### config.mk
export PLATFORM = sky130hd
export DESIGN_NAME = vsub_sequencer
export DESIGN_NICKNAME = d
export VERILOG_FILES = /design/src/rtl/vsub_sequencer.sv
export SDC_FILE = /design/constraint.sdc
export NUM_CORES = 1
export LEC_CHECK = 0
export ABC_CLOCK_PERIOD_IN_PS = 5700
export BUFFER_PORTS_ARGS = -buffer_cell sky130_fd_sc_hd__buf_2
export CAP_MARGIN = 20
export CORE_MARGIN = 2
export CORE_UTILIZATION = 58
export CTS_CLUSTER_SIZE = 16
export DETAILED_ROUTE_END_ITERATION = 8
export PLACE_DENSITY = 0.84
export SLEW_MARGIN = 0
export SYNTH_ARGS = -nofsm -noshare
export SYNTH_HDL_FRONTEND = slang
export SYNTH_SLANG_ARGS = --single-unit
### constraint.sdc
create_clock -name clk -period 5.7 [get_ports clk]
set_input_delay 1.425 -clock clk [delete_from_list [all_inputs] [get_ports clk]]
set_output_delay 1.425 -clock clk [all_outputs]
set_load 0.02 [all_outputs]
### src/rtl/vsub_sequencer.sv
//------------------------------------------------------------------------------
// Module   : vsub_sequencer (with internal Full_Subtractor)
// Purpose  : Multi-cycle vector subtract; one shared W-bit subtractor walks
//            LANES lanes, either independently or as one chained wide operand.
// Revision : 1.0  initial release
//------------------------------------------------------------------------------
`default_nettype none

module Full_Subtractor #(
    parameter int W = 8
) (
    input  logic [W-1:0] i_a,
    input  logic [W-1:0] i_b,
    input  logic         i_bin,
    output logic [W-1:0] o_d,
    output logic         o_bout
);
    // The extra top bit of the widened difference is the borrow-out.
    logic [W:0] w_diff;

    assign w_diff = {1'b0, i_a} - {1'b0, i_b} - {{W{1'b0}}, i_bin};
    assign o_d    = w_diff[W-1:0];
    assign o_bout = w_diff[W];
endmodule

module vsub_sequencer #(
    parameter int W     = 8,
    parameter int LANES = 4
) (
    input  logic                 clk,
    input  logic                 rst_n,
    input  logic                 in_valid,
    output logic                 in_ready,
    input  logic                 mode,
    input  logic [LANES*W-1:0]   a_vec,
    input  logic [LANES*W-1:0]   b_vec,
    output logic                 out_valid,
    input  logic                 out_ready,
    output logic [LANES*W-1:0]   d_vec,
    output logic [LANES-1:0]     bout_vec,
    output logic                 busy
);
    localparam int IDXW = (LANES > 1) ? $clog2(LANES) : 1;

    localparam logic [1:0] S_IDLE = 2'd0;
    localparam logic [1:0] S_RUN  = 2'd1;
    localparam logic [1:0] S_DONE = 2'd2;

    localparam logic [IDXW-1:0] c_IDX_LAST = IDXW'(LANES - 1);
    localparam logic [IDXW-1:0] c_IDX_ONE  = IDXW'(1);

    logic [1:0]           r_state;
    logic [IDXW-1:0]      r_idx;
    logic                 r_borrow;
    logic                 r_mode;
    logic [LANES*W-1:0]   r_a;
    logic [LANES*W-1:0]   r_b;
    logic [LANES*W-1:0]   r_d;
    logic [LANES-1:0]     r_bout;
    logic                 r_out_valid;

    logic [W-1:0]         w_a_lane;
    logic [W-1:0]         w_b_lane;
    logic                 w_bin;
    logic [W-1:0]         w_d;
    logic                 w_bout;

    assign w_a_lane = r_a[r_idx*W +: W];
    assign w_b_lane = r_b[r_idx*W +: W];
    // Lane 0 never takes a borrow, so one chained op cannot leak into the next.
    assign w_bin    = r_mode & (r_idx != '0) & r_borrow;

    Full_Subtractor #(.W(W)) u_sub (
        .i_a    (w_a_lane),
        .i_b    (w_b_lane),
        .i_bin  (w_bin),
        .o_d    (w_d),
        .o_bout (w_bout)
    );

    always_ff @(posedge clk or negedge rst_n) begin
        if (!rst_n) begin
            r_state     <= S_IDLE;
            r_idx       <= '0;
            r_borrow    <= 1'b0;
            r_mode      <= 1'b0;
            r_a         <= '0;
            r_b         <= '0;
            r_d         <= '0;
            r_bout      <= '0;
            r_out_valid <= 1'b0;
        end else begin
            case (r_state)
                S_IDLE: begin
                    if (in_valid) begin
                        r_a      <= a_vec;
                        r_b      <= b_vec;
                        r_mode   <= mode;
                        r_idx    <= '0;
                        r_borrow <= 1'b0;
                        r_d      <= '0;
                        r_bout   <= '0;
                        r_state  <= S_RUN;
                    end
                end
                S_RUN: begin
                    r_d[r_idx*W +: W] <= w_d;
                    r_bout[r_idx]     <= w_bout;
                    r_borrow          <= w_bout;
                    if (r_idx == c_IDX_LAST) begin
                        r_idx       <= '0;
                        r_out_valid <= 1'b1;
                        r_state     <= S_DONE;
                    end else begin
                        r_idx <= r_idx + c_IDX_ONE;
                    end
                end
                S_DONE: begin
                    if (out_ready) begin
                        r_out_valid <= 1'b0;
                        r_state     <= S_IDLE;
                    end
                end
                default: begin
                    r_state     <= S_IDLE;
                    r_out_valid <= 1'b0;
                end
            endcase
        end
    end

    assign in_ready  = (r_state == S_IDLE);
    assign busy      = (r_state == S_RUN) || (r_state == S_DONE);
    assign out_valid = r_out_valid;
    assign d_vec     = r_d;
    assign bout_vec  = r_bout;
endmodule

`default_nettype wire

**Word-level counts from Yosys, hierarchy flattened**

Cells that the tools add are included.
Widths: inputs -> output; s select.

- Bits in registers: 107
- Bits of input ports: 69
- Output and inout bits: 39
- Word-level logic and storage cells: 57

- $add $sub $neg: 4
- $lt $le $gt $ge: 2
- Equality and inequality tests: 6
- Shift-type cells: 4
- Muxes and demuxes: 20
- Bitwise operators: 3
- Reduce and logical (&&, ||, !) cells: 9

Operator list:

| operator | number |
|---|---|
| $pmux 32 s2 | 1 |
| $shiftx 32x6->8 | 2 |
| $neg 5->34 | 1 |
| $shift 8x34->32 const A | 1 |
| $shiftx 8x34->32 | 1 |
| $bwmux 32 | 1 |
| $mux 32 | 1 |
| $mux 2 | 5 |
| $sub 8x8->9 | 1 |
| $sub 9x1->9 | 1 |
| $pmux 4 s2 | 1 |
| $ne 2x2->1 const B | 3 |
| $pmux 2 s3 | 1 |
| $reduce_and 3->1 | 2 |
| $bwmux 4 | 1 |
| $eq 2x2->1 const B | 2 |
| $mux 1 | 4 |
| $mux 4 | 1 |
| $pmux 2 s2 | 1 |
| $reduce_and 2->1 | 2 |
| $reduce_bool 2->1 | 2 |
| $lt 2x3->1 const B | 1 |
| $pmux 1 s3 | 1 |
| $add 2x1->2 const B | 1 |
| 9 further kinds | 10 |

**Longest topological paths before layout**

Gate-level depths: netlist of the first run.

- Depth after elaboration: 7
- Gate-level depth with buffers: 14
- Mapped depth without buffers: 11

**Modules after synthesis**

Synthesis of the first run repeated with hierarchy kept, for this count alone.

- Cells, all modules: 418
- Area total of the unflattened synthesis: 5479.0 µm²

Modules (own cells, without submodules):

| module | times used | cells each | area each (µm²) | sequential area each (µm²) |
|---|---|---|---|---|
| vsub_sequencer | 1 | 342 | 4924.7 | 2677.6 |
| Full_Subtractor | 1 | 76 | 554.3 | 0.0 |

**Worst setup path before layout of the first run**

OpenSTA, ideal clock, no wires.

- Path kind: reg-to-reg
- From: reg r_idx[1]
- To: reg r_bout[0] (netlist: bout_vec[0])
- Setup time: 0.122 ns
- Arrival: 3.450 ns
- Data required time: 5.578 ns
- Slack: 2.129 ns
- Cell stages (with the launch flop): 15
- Buffers on the path: 3
- Clock period less this slack: 3.571 ns
- Cells stage by stage: dfrtp_1 clkbuf_1 buf_1 inv_1 ha_1 clkbuf_1 nor2_1 fa_1 inv_1 fa_1 nand2b_1 a2111oi_0 o31ai_1 xnor2_1 a32o_1

- Longest elaborated chain between the ends: 6
- Elaborated cells on any way between the ends: 14
- Those cells by class: add/sub: 2; order compare: 2; shift: 2; mux: 4; bitwise: 2; reduce/logical: 2

Ends and longest elaborated chain:

| element | RTL line | source |
|---|---|---|
| from (decl) | 53 | `logic [IDXW-1:0] r_idx;` |
| from (signal assigned) | 115 | `r_idx <= r_idx + c_IDX_ONE;` |
| branches (longest 4 deep; another with $sub 8x8->9) | - |  |
| $bwmux 4 (*) | 108 | `r_bout[r_idx] <= w_bout;` |
| $pmux 4 s2 (*) | 93 | `case (r_state)` |
| to (signal, indexed assignment) | 108 |  |
| to (decl) | 59 | `logic [LANES-1:0] r_bout;` |

Every way passes the cells marked *.
A chain may end at the register's enable or synchronous reset.

**Final worst setup path of the first run**

- From: reg r_idx[1]
- To: reg r_bout[3] (netlist: bout_vec[3])

The elaborated chain is that of the path after synthesis.

==> results.sh, run 1 <==
export IMPL_fin_worst_skew_ps=13.2
export IMPL_synth_warnings=0
export IMPL_fin_tns_setup_ps=0
export IMPL_ant_nets=0
export IMPL_synth_edf_count=0
export IMPL_drt_iter0_drc=182
export IMPL_gp_congestion=0.864
export IMPL_r2r_end="bout_vec[3]$_DFFE_PN0P_"
export IMPL_cp_max_fo=19
export IMPL_root_buffer="clkbuf_8"
export IMPL_num_rows=33
export IMPL_synth_nets=454
export IMPL_vias=3335
export IMPL_irDropWorstVdd_mv=0.406
export IMPL_pwr_density_cell_nw_per_um2=705
export IMPL_ys_types=37
export IMPL_synth_seq_area_share_pct=54.3
export IMPL_ys_async_sr_fraction_pct=100
export IMPL_r2r_slack_ps=1820
export IMPL_slew_violations=0
export IMPL_fmax_mhz=258
export IMPL_reg2regPathDepth=11
export IMPL_diodes=0
export IMPL_hold_buffers=0
export IMPL_p_leak_nw=2.79
export IMPL_fill_cells=585
export IMPL_wl_per_cell_um=17.8
export IMPL_cts_buffers=9
export IMPL_min_path_type="reg -> reg"
export IMPL_die_w_um=96.2
export IMPL_multi_input_area_um2=2090
export IMPL_cp_start_kind="flip-flop"
export IMPL_grt_pass1_vias=3457
export IMPL_whs_ps=493
export IMPL_finalCritPeriodShare_pct=68.1
export IMPL_synthesis_area_um2=4930
export IMPL_critPathRequiredTime_ps=6000
export IMPL_cp_arrival_ps=4190
export IMPL_antenna_found_initial=0
export IMPL_grt_overflow=0
export IMPL_start_util_pct=60.0
export IMPL_dp_cells=565
export IMPL_reg2reg_from="r_idx[1]$_DFFE_PN0P_"
export IMPL_cts_resized=0
export IMPL_core_area_um2=8220
export IMPL_via_per_inst=5.72
export IMPL_crit_type="reg -> reg"
export IMPL_hold_viol_final=0
export IMPL_track_usage_pct=24.2
export IMPL_status="finished, final reports clean"
export IMPL_fin_crit_ps=3880
export IMPL_die_h_um=96.2
export IMPL_port_buffers=107
export IMPL_dieArea_um2=9250
export IMPL_dr_pass1_iters=4
export IMPL_drive_above_1_share_pct=43.7
export IMPL_grt_max_degree=63
export IMPL_final_setup_viol_count=0
export IMPL_min_delay_path_depth=2
export IMPL_cp_slowest_cell="dfrtp_1"
export IMPL_ys_flop_type="dfrtp_1"
export IMPL_final_core_util_pct=69.9
export IMPL_fin_cells=583
export IMPL_grt_pass1_wl_um=16700
export IMPL_numClockSinks=107
export IMPL_max_stage_delay_ps=890
export IMPL_seqCellArea_um2=2680
export IMPL_nNetsFinal=563
export IMPL_hold_path_end="d_vec[14]$_DFFE_PN0P_"
export IMPL_slew_limit_headroom_pct=44.5
export IMPL_cts_clk_slew_worst_paths_ps=90
export IMPL_dp_hpwl_um=7860
export IMPL_synth_cells=364
export IMPL_synth_avg_cell_area_um2=13.5
export IMPL_cts_tree="done"
export IMPL_clockBufferDepth=2
export IMPL_io_pins=108
export IMPL_end_kind="flip-flop"
export IMPL_clock_latency_ps=370
export IMPL_ys_ff_latch=107
export IMPL_hp_start="d_vec[14]$_DFFE_PN0P_"
export IMPL_area_growth_pct=16.6
export IMPL_maxCapViolCount=0
export IMPL_post_cts_repair_setup_buffers=0
export IMPL_wl_um=10400
export IMPL_rsz0062_at_grt="false"
export IMPL_route_detailed_drc=0
export IMPL_worst_slew_pin_slew_ps=830
export IMPL_h_tree_depth=3
export IMPL_path_cells="inv_1 -> ha_1 -> nor2_1 -> fa_1 -> inv_1 -> fa_1 -> nand2b_1 -> a2111oi_0 -> o31ai_1 -> xnor2_1 -> a32o_1"
[cells by family (layout without fill, tap and decap cells)]
logic type | count (synthesis) | count (layout) | synth area share [%]
AO/OA/AOI/OAI | 64 | 64 | 9.55
multiplexers | 81 | 81 | 22.2
flip-flops | 107 | 107 | 54.3
AND/OR/NAND/NOR | 43 | 43 | 4.01
adder cells (fa/ha/maj) | 21 | 21 | 5.64
XOR/XNOR | 6 | 6 | 1.07
buffers and inverters | 42 | 156 | 3.25
[state kept, by name, indices dropped and copies added (netlist names)]
signal	count
r_mode	1
r_idx	2
r_b	32
bout_vec	4
r_borrow	1
out_valid	1
r_state	2
d_vec	32
r_a	32
[placed cells by master (no fill, tap or decap), drive strengths merged]
cell,Yosys,final
a2111oi,1,1
a211o,1,1
a211oi,1,1
a21boi,1,1
a21o,1,1
a21oi,9,9
a221oi,1,1
a22o,26,26
a32o,4,4
and2,1,1
and4,1,1
buf,3,111
clkbuf,11,13
clkinvlp,0,2
dfrtp,107,107
fa,2,2
ha,19,19
inv,28,30
mux2,65,65
mux4,16,16
nand2,19,19
nand2b,3,3
nand3,4,4
nand4,1,1
nor2,10,10
nor2b,1,1
nor3b,1,1
nor4,1,1
nor4b,1,1
o211ai,1,1
o21a,1,1
o21ai,16,16
o31ai,1,1
xnor2,5,5
xor2,1,1
[synth_stat cells, drive strengths merged (2+ instances only)]
cell type	n	area, um2
nand2b	3	18.8
inv	28	105
clkbuf	11	41.3
nand3	4	20.0
buf	3	13.8
fa	2	40.0
ha	19	238
nand2	19	71.3
a22o	26	228
nor2	10	37.5
xnor2	5	43.8
o21ai	16	80.1
mux2	65	732
mux4	16	360
dfrtp	107	2680
a21oi	9	45.0
a32o	4	40.0
[through the flow]
stage	setup slack, ps	power [W]	area [um2]
after floorplan	2130	0.00301	4930
after global placement	2060	0.00350	5570
after detailed placement	1840	0.00364	5570
after CTS	1830	0.00406	5740
after global routing	1610	0.00436	5750
final	1820	0.00405	5750
[worst max-delay path, delay by kind of cell (launching register included)]
kind / cells / cell delay (ps)
buffers and inverters: 2 / 260
adder cells (fa/ha/maj): 3 / 900
AO/OA/AOI/OAI: 3 / 970
XOR/XNOR: 1 / 440
AND/OR/NAND/NOR: 2 / 360
flip-flops: 1 / 890
[routing by layer]
layer / share of wire (%) / vias to the layer above / GRT usage, %
met5: 0 / - / 0
li1: - / 1536 / -
met3: 6.0 / 21 / 5.48
met4: 2.3 / 0 / 8.93
met2: 50 / 131 / 40.9
met1: 41 / 1647 / 30.6
[where the power goes]
part	total (W)	switching, W	internal [W]
Clock	0.000417	0.000254	0.000163
Sequential	0.00123	0.000179	0.00105
Combinational	0.00241	0.00138	0.00103
[final cells by class]
class | count | share of cell area, %
repair buffers | 112 | 9.93
inverters | 28 | 1.83
clock inverters | 4 | 0.566
well taps | 105 | 2.29
flip-flops and latches | 107 | 46.6
multi-input cells | 215 | 36.4
clock buffers | 12 | 2.35
[how the worst max path moves through the flow]
stage / endpoint / depth (start not counted) / from
floorplan: bout_vec[0]$_DFFE_PN0P_ / 14 / r_idx[1]$_DFFE_PN0P_
global placement: bout_vec[0]$_DFFE_PN0P_ / 11 / r_idx[1]$_DFFE_PN0P_
detailed placement: bout_vec[0]$_DFFE_PN0P_ / 11 / r_idx[1]$_DFFE_PN0P_
CTS: bout_vec[3]$_DFFE_PN0P_ / 11 / r_idx[1]$_DFFE_PN0P_
global route: bout_vec[2]$_DFFE_PN0P_ / 11 / r_idx[1]$_DFFE_PN0P_
finish: bout_vec[3]$_DFFE_PN0P_ / 11 / r_idx[1]$_DFFE_PN0P_
Note: power is estimated with default switching activity, not from simulation.
==> run 2: changes to the inputs <==
ABC_AREA = 1   (was not set)
ABC_CLOCK_PERIOD_IN_PS = 3400   (was 5700)
CORE_UTILIZATION = 50   (was 58)
PLACE_DENSITY = 0.77   (was 0.84)
clock period = 3.4 ns   (was 5.7 ns; I/O delays follow)
==> run 2 against run 1 <==
Compared with the run above: register-to-register slack worse by 1500 ps; worst hold slack worse by 10 ps; global-route usage is 0.66 points lower; critical path depth is 4 higher; sequential cell count stayed put; wire length is 21% higher; clock-buffer cell count is 1 lower; critical endpoint is now bout_vec[1]$_DFFE_PN0P_.
==> results.sh, run 2 <==
export IMPL_status="finished, final reports clean"
export IMPL_irDropWorstVdd_mv=0.582
export IMPL_rsz0062_at_grt="false"
export IMPL_start_util_pct=51.1
export IMPL_synth_seq_area_share_pct=51.2
export IMPL_hold_viol_final=0
export IMPL_route_detailed_drc=0
export IMPL_critPathLaunch="r_idx[0]$_DFFE_PN0P_"
export IMPL_ant_nets=0
export IMPL_sw_frac_of_total_pct=50.1
export IMPL_finalCritPeriodShare_pct=91.1
export IMPL_final_cell_mix="nand2_1 (299), dfrtp_1 (107), buf_2 (106)"
export IMPL_maxCapViolCount=0
export IMPL_global_route_usage_met3_pct=3.92
export IMPL_port_buffers=107
export IMPL_die_w_um=106
export IMPL_h_tree_depth=3
export IMPL_post_cts_repair_setup_buffers=0
export IMPL_core_area_um2=10200
export IMPL_synth_most_common_cell="nand2_1"
export IMPL_fin_area_um2=6090
export IMPL_dieArea_um2=11300
export IMPL_hold_buffers=0
export IMPL_via_per_inst=5.18
export IMPL_fin_worst_skew_ps=18.3
export IMPL_synth_nets=739
export IMPL_worst_slew_pin_slew_ps=988
export IMPL_dp_cells=873
export IMPL_netlist_area_leader_share_pct=51.2
export IMPL_antenna_found_initial=0
export IMPL_p_leak_nw=3.34
export IMPL_synthTopCellsByArea="dfrtp_1 (51%), nand2_1 (21%), ha_1 (4.5%)"
export IMPL_root_buffer="clkbuf_8"
export IMPL_slew_limit_headroom_pct=34.1
export IMPL_grt_max_degree=70
export IMPL_drive_above_1_share_pct=19.5
export IMPL_cts_resized=0
export IMPL_clockBufferDepth=2
export IMPL_cts_tree="done"
export IMPL_dr_pass1_iters=5
export IMPL_synth_cells=649
export IMPL_drt_iter0_drc=295
export IMPL_fin_cells=889
export IMPL_top_usage_layer="met2"
export IMPL_fin_tns_setup_ps=0
export IMPL_cts_clk_slew_worst_paths_ps=90
export IMPL_reg2reg_from="r_idx[0]$_DFFE_PN0P_"
export IMPL_p_sw_w=0.00354
export IMPL_crit_type="reg -> reg"
export IMPL_grt_pass1_vias=4472
export IMPL_clock_latency_ps=380
export IMPL_pwr_density_cell_nw_per_um2=1160
export IMPL_ys_async_sr_fraction_pct=100
export IMPL_grt_overflow=0
export IMPL_dp_hpwl_um=9300
export IMPL_cp_start_kind="flip-flop"
export IMPL_place_area_um2=5880
export IMPL_ys_types=31
export IMPL_min_path_type="reg -> reg"
export IMPL_synth_avg_cell_area_um2=8.05
export IMPL_gp_congestion=0.870
export IMPL_yosys_area_top_type="dfrtp_1"
export IMPL_cp_arrival_ps=3380
export IMPL_area_growth_pct=16.4
export IMPL_synth_edf_count=0
export IMPL_internal_power_w=0.00352
export IMPL_io_pins=108
export IMPL_numClockSinks=107
export IMPL_cts_buffers=9
export IMPL_end_kind="flip-flop"
export IMPL_clkPwrFrac_pct=11.4
export IMPL_nNetsFinal=838
export IMPL_mostFrequentLayoutCell="nand2_1"
export IMPL_use_met2_pct=37.6
export IMPL_use_met1_pct=33.0
export IMPL_whs_ps=483
export IMPL_hp_start="r_b[12]$_DFFE_PN0P_"
export IMPL_num_rows=37
export IMPL_track_usage_pct=23.6
export IMPL_wl_um=12600
export IMPL_slew_violations=0
export IMPL_vias=4602
export IMPL_fin_crit_ps=3100
export IMPL_cp_max_fo=20
export IMPL_final_setup_viol_count=0
export IMPL_synthesis_area_um2=5230
export IMPL_fill_cells=948
export IMPL_fmax_mhz=323
export IMPL_die_h_um=106
export IMPL_ys_flop_type="dfrtp_1"
export IMPL_wl_per_cell_um=14.2
export IMPL_diodes=0
export IMPL_synth_common_cells="nand2_1 (299), dfrtp_1 (107), o21ai_0 (40), inv_1 (38), nor2_1 (29)"
export IMPL_critPathRequiredTime_ps=3680
export IMPL_power_frac_seq_pct=28.2
export IMPL_pwr_share_comb_pct=60.3
export IMPL_ys_ff_latch=107
export IMPL_synth_warnings=0
export IMPL_grt_pass1_wl_um=21400
[run 2: cell count changes after synthesis, sizes merged, moves of 5 or more]
cell	before	now
clkbuf	11	18
buf	3	9
inv	28	44
nor2	10	29
o21ai	16	47
nand2	19	301
o22ai	0	8
nand4	1	6
o31ai	1	8
mux4	16	0
mux2	65	0
a22o	26	0
xnor2	5	0
nand3	4	16
[run 2: path summary, 6_finish.rpt]
path	end	slack (ps)	cells after the start
max reg2reg	bout_vec[1]$_DFFE_PN0P_	300	15
max in group asynchronous	r_idx[1]$_DFFE_PN0P_	2150	2
min	r_b[12]$_DFFE_PN0P_	480	2
min in group asynchronous	d_vec[7]$_DFFE_PN0P_	540	1
max	bout_vec[1]$_DFFE_PN0P_	300	15
min reg2reg	r_b[12]$_DFFE_PN0P_	480	2
[run 2: power by group through the flow]
stage          sequential [W]  combinational, W  clock (W)
2_1_floorplan         0.00198           0.00312          0
3_3_place_gp          0.00200           0.00407          0
3_5_place_dp          0.00201           0.00421          0
4_1_cts               0.00199           0.00423   0.000812
5_1_grt               0.00204           0.00485   0.000865
6_report              0.00200           0.00426   0.000808
[run 2: kinds of logic (layout without fill, tap and decap cells)]
group,count (synthesis),after routing,synth area share [%]
buffers and inverters,75,179,5.84
AO/OA/AOI/OAI,86,86,10.2
XOR/XNOR,3,3,0.503
AND/OR/NAND/NOR,357,357,26.9
adder cells (fa/ha/maj),21,21,5.31
flip-flops,107,107,51.2
[run 2: area by class of cell]
cell class | count | area (um2) | share of cell area [%]
sequential | 107 | 2680 | 44.0
multi-input combinational | 467 | 2240 | 36.9
inverter | 48 | 180 | 2.96
tap | 136 | 170 | 2.80
clock buffer | 11 | 141 | 2.32
clock inverter | 5 | 61.3 | 1.01
timing repair buffer | 115 | 611 | 10.0
[run 2: routing by layer]
layer	wire length, um	up-vias	share of wire (%)
met5	0	-	0
met4	199	0	1.6
met3	792	16	6.3
met2	5870	166	47
met1	5730	2164	45
li1	-	2256	-
[run 2: worst max-delay path, stage by stage (launching register included)]
cell,delay (ps)
dfrtp_1,400
inv_2,260
buf_4,260
o21ai_0,90
o22ai_1,240
fa_1,220
inv_1,60
fa_1,410
or2_2,320
nand2_1,60
nand2_1,70
nand4_1,110
nand2_1,60
nand2_1,60
nand3_1,140
o21ai_0,220
[run 2: stage by stage]
step | worst slack, ps | total power, W | util (%)
after detailed placement | 353 | 0.00623 | 57.5
after CTS | 326 | 0.00703 | 59.5
after floorplan | 382 | 0.00510 | -
after global placement | 468 | 0.00608 | 57.5
after global routing | 25.1 | 0.00775 | 59.5
final | 302 | 0.00706 | 59.5
==> run 3: changes to the inputs <==
--- a/config.mk
+++ b/config.mk
@@ -12,5 +12,5 @@
 export CORE_MARGIN = 2
 export CORE_UTILIZATION = 50
-export CTS_CLUSTER_SIZE = 16
+export CTS_CLUSTER_SIZE = 20
 export DETAILED_ROUTE_END_ITERATION = 8
 export PLACE_DENSITY = 0.77
==> constraint.sdc (replaced) <==
create_clock -name clk -period 3.4 [get_ports clk]
set_input_delay 0.51 -clock clk [delete_from_list [all_inputs] [get_ports clk]]
set_output_delay 0.51 -clock clk [all_outputs]
set_load 0.02 [all_outputs]
==> run 3 against run 2 <==
Compared with the run above: clock-buffer cell count is the same; sequential power about the same; setup slack improved by 45 ps; cell area is 0.33% lower; clock power is 8.4% lower; worst hold slack worse by 320 ps; maximum frequency up 1.5%; sequential share of layout area rose by 0.15 points; largest power group unchanged.
==> results.sh, run 3 (same netlist as run 2, synthesis figures left out) <==
export IMPL_port_buffers=107
export IMPL_clockBufferDepth=2
export IMPL_path_cells="buf_4 -> o21ai_0 -> o22ai_1 -> fa_1 -> inv_1 -> fa_1 -> or2_2 -> nand2_1 -> nand2_1 -> nand4_1 -> nand2_1 -> nand2_1 -> nand3_1 -> o21ai_0"
export IMPL_vias=4624
export IMPL_hold_viol_final=0
export IMPL_path_depth=14
export IMPL_numClockSinks=107
export IMPL_end_kind="flip-flop"
export IMPL_crit_type="reg -> reg"
export IMPL_mostFrequentLayoutCell="nand2_1"
export IMPL_grt_overflow=0
export IMPL_irDropWorstVdd_mv=0.572
export IMPL_grt_pass1_wl_um=21700
export IMPL_final_cell_mix="nand2_1 (299), dfrtp_1 (107), buf_2 (106)"
export IMPL_cp_buffers_inverters=2
export IMPL_diodes=0
export IMPL_max_stage_delay_ps=430
export IMPL_h_tree_depth=3
export IMPL_reg2regPathDepth=14
export IMPL_fin_crit_ps=3050
export IMPL_grt_max_degree=70
export IMPL_finalCritPeriodShare_pct=89.8
export IMPL_cts_buffers=9
export IMPL_clock_latency_ps=370
export IMPL_die_h_um=106
export IMPL_via_per_inst=5.20
export IMPL_slew_limit_headroom_pct=32.9
export IMPL_dieArea_um2=11300
export IMPL_fin_worst_skew_ps=14.0
export IMPL_drive_above_1_share_pct=19.6
export IMPL_fmax_mhz=328
export IMPL_cp_slowest_cell="buf_4"
export IMPL_die_w_um=106
export IMPL_gp_congestion=0.958
export IMPL_rsz0062_at_grt="false"
export IMPL_start_util_pct=51.1
export IMPL_grt_pass1_vias=4581
export IMPL_dr_pass1_iters=5
export IMPL_drt_iter0_drc=261
export IMPL_root_buffer="clkbuf_8"
export IMPL_hold_buffers=0
export IMPL_wl_per_cell_um=14.3
export IMPL_p_leak_nw=3.34
export IMPL_cp_top_family="simple AND/OR/NAND/NOR gates"
export IMPL_core_area_um2=10200
export IMPL_wl_um=12800
export IMPL_cp_arrival_ps=3330
export IMPL_io_pins=108
export IMPL_nNetsFinal=839
export IMPL_setup_slack_ps=347
export IMPL_route_detailed_drc=0
export IMPL_area_growth_pct=16.0
export IMPL_worst_slew_pin_slew_ps=1010
export IMPL_num_rows=37
export IMPL_fin_tns_setup_ps=0
export IMPL_post_cts_repair_setup_buffers=0
export IMPL_min_path_type="in -> async"
export IMPL_cts_clk_slew_worst_paths_ps=100
export IMPL_track_usage_pct=24.0
export IMPL_cp_max_fo=47
export IMPL_maxCapViolCount=0
export IMPL_place_ws_ps=416
export IMPL_antenna_found_initial=0
export IMPL_cts_resized=0
export IMPL_critPathRequiredTime_ps=3680
export IMPL_cts_tree="done"
export IMPL_crit_top_cell="nand2_1"
export IMPL_status="finished, final reports clean"
export IMPL_final_setup_viol_count=0
export IMPL_dp_hpwl_um=9350
export IMPL_slew_violations=0
export IMPL_cp_start_kind="flip-flop"
export IMPL_pwr_density_cell_nw_per_um2=1150
export IMPL_ant_nets=0
==> run 3: through the flow <==
step	cells	hold WS, ps	area [um2]	utilization [%]	total power, W
finish	890	162	6070	59.3	0.00695
global route	890	203	6070	59.3	0.00763
CTS	890	180	6070	59.3	0.00693
detailed placement	874	465	5880	57.5	0.00617
global placement	874	458	5880	57.5	0.00606
floorplan	649	214	5230	-	0.00510
==> run 3: final timing paths <==
path	slack, ps	end	start
max	350	bout_vec[0]$_DFFE_PN0P_	r_idx[0]$_DFFE_PN0P_
min	160	d_vec[7]$_DFFE_PN0P_	rst_n
max reg2reg	350	bout_vec[0]$_DFFE_PN0P_	r_idx[0]$_DFFE_PN0P_
min reg2reg	480	d_vec[8]$_DFFE_PN0P_	d_vec[8]$_DFFE_PN0P_
max in group asynchronous	2400	r_b[2]$_DFFE_PN0P_	rst_n
min in group clk	330	r_a[12]$_DFFE_PN0P_	a_vec[12]
==> run 3: where the power goes <==
group,switching (W),internal [W]
Sequential,0.000268,0.00172
Clock,0.000441,0.000299
Combinational,0.00278,0.00144
==> run 3: cell type report <==
| type | count | area [um2] |
|---|---|---|
| tap | 136 | 170 |
| clock inverter | 5 | 46.3 |
| multi-input combinational | 467 | 2240 |
| fill | 943 | 4170 |
| timing repair buffer | 116 | 606 |
| sequential | 107 | 2680 |
| clock buffer | 11 | 141 |
| inverter | 48 | 180 |
==> run 3: metal layers <==
layer  part of all wire [%]  wire, um  track usage, %
met2                     48      6100            38.8
met3                    5.4       694            3.56
met1                     45      5710            33.3
met5                      0         0               0
met4                    2.0       251            8.27
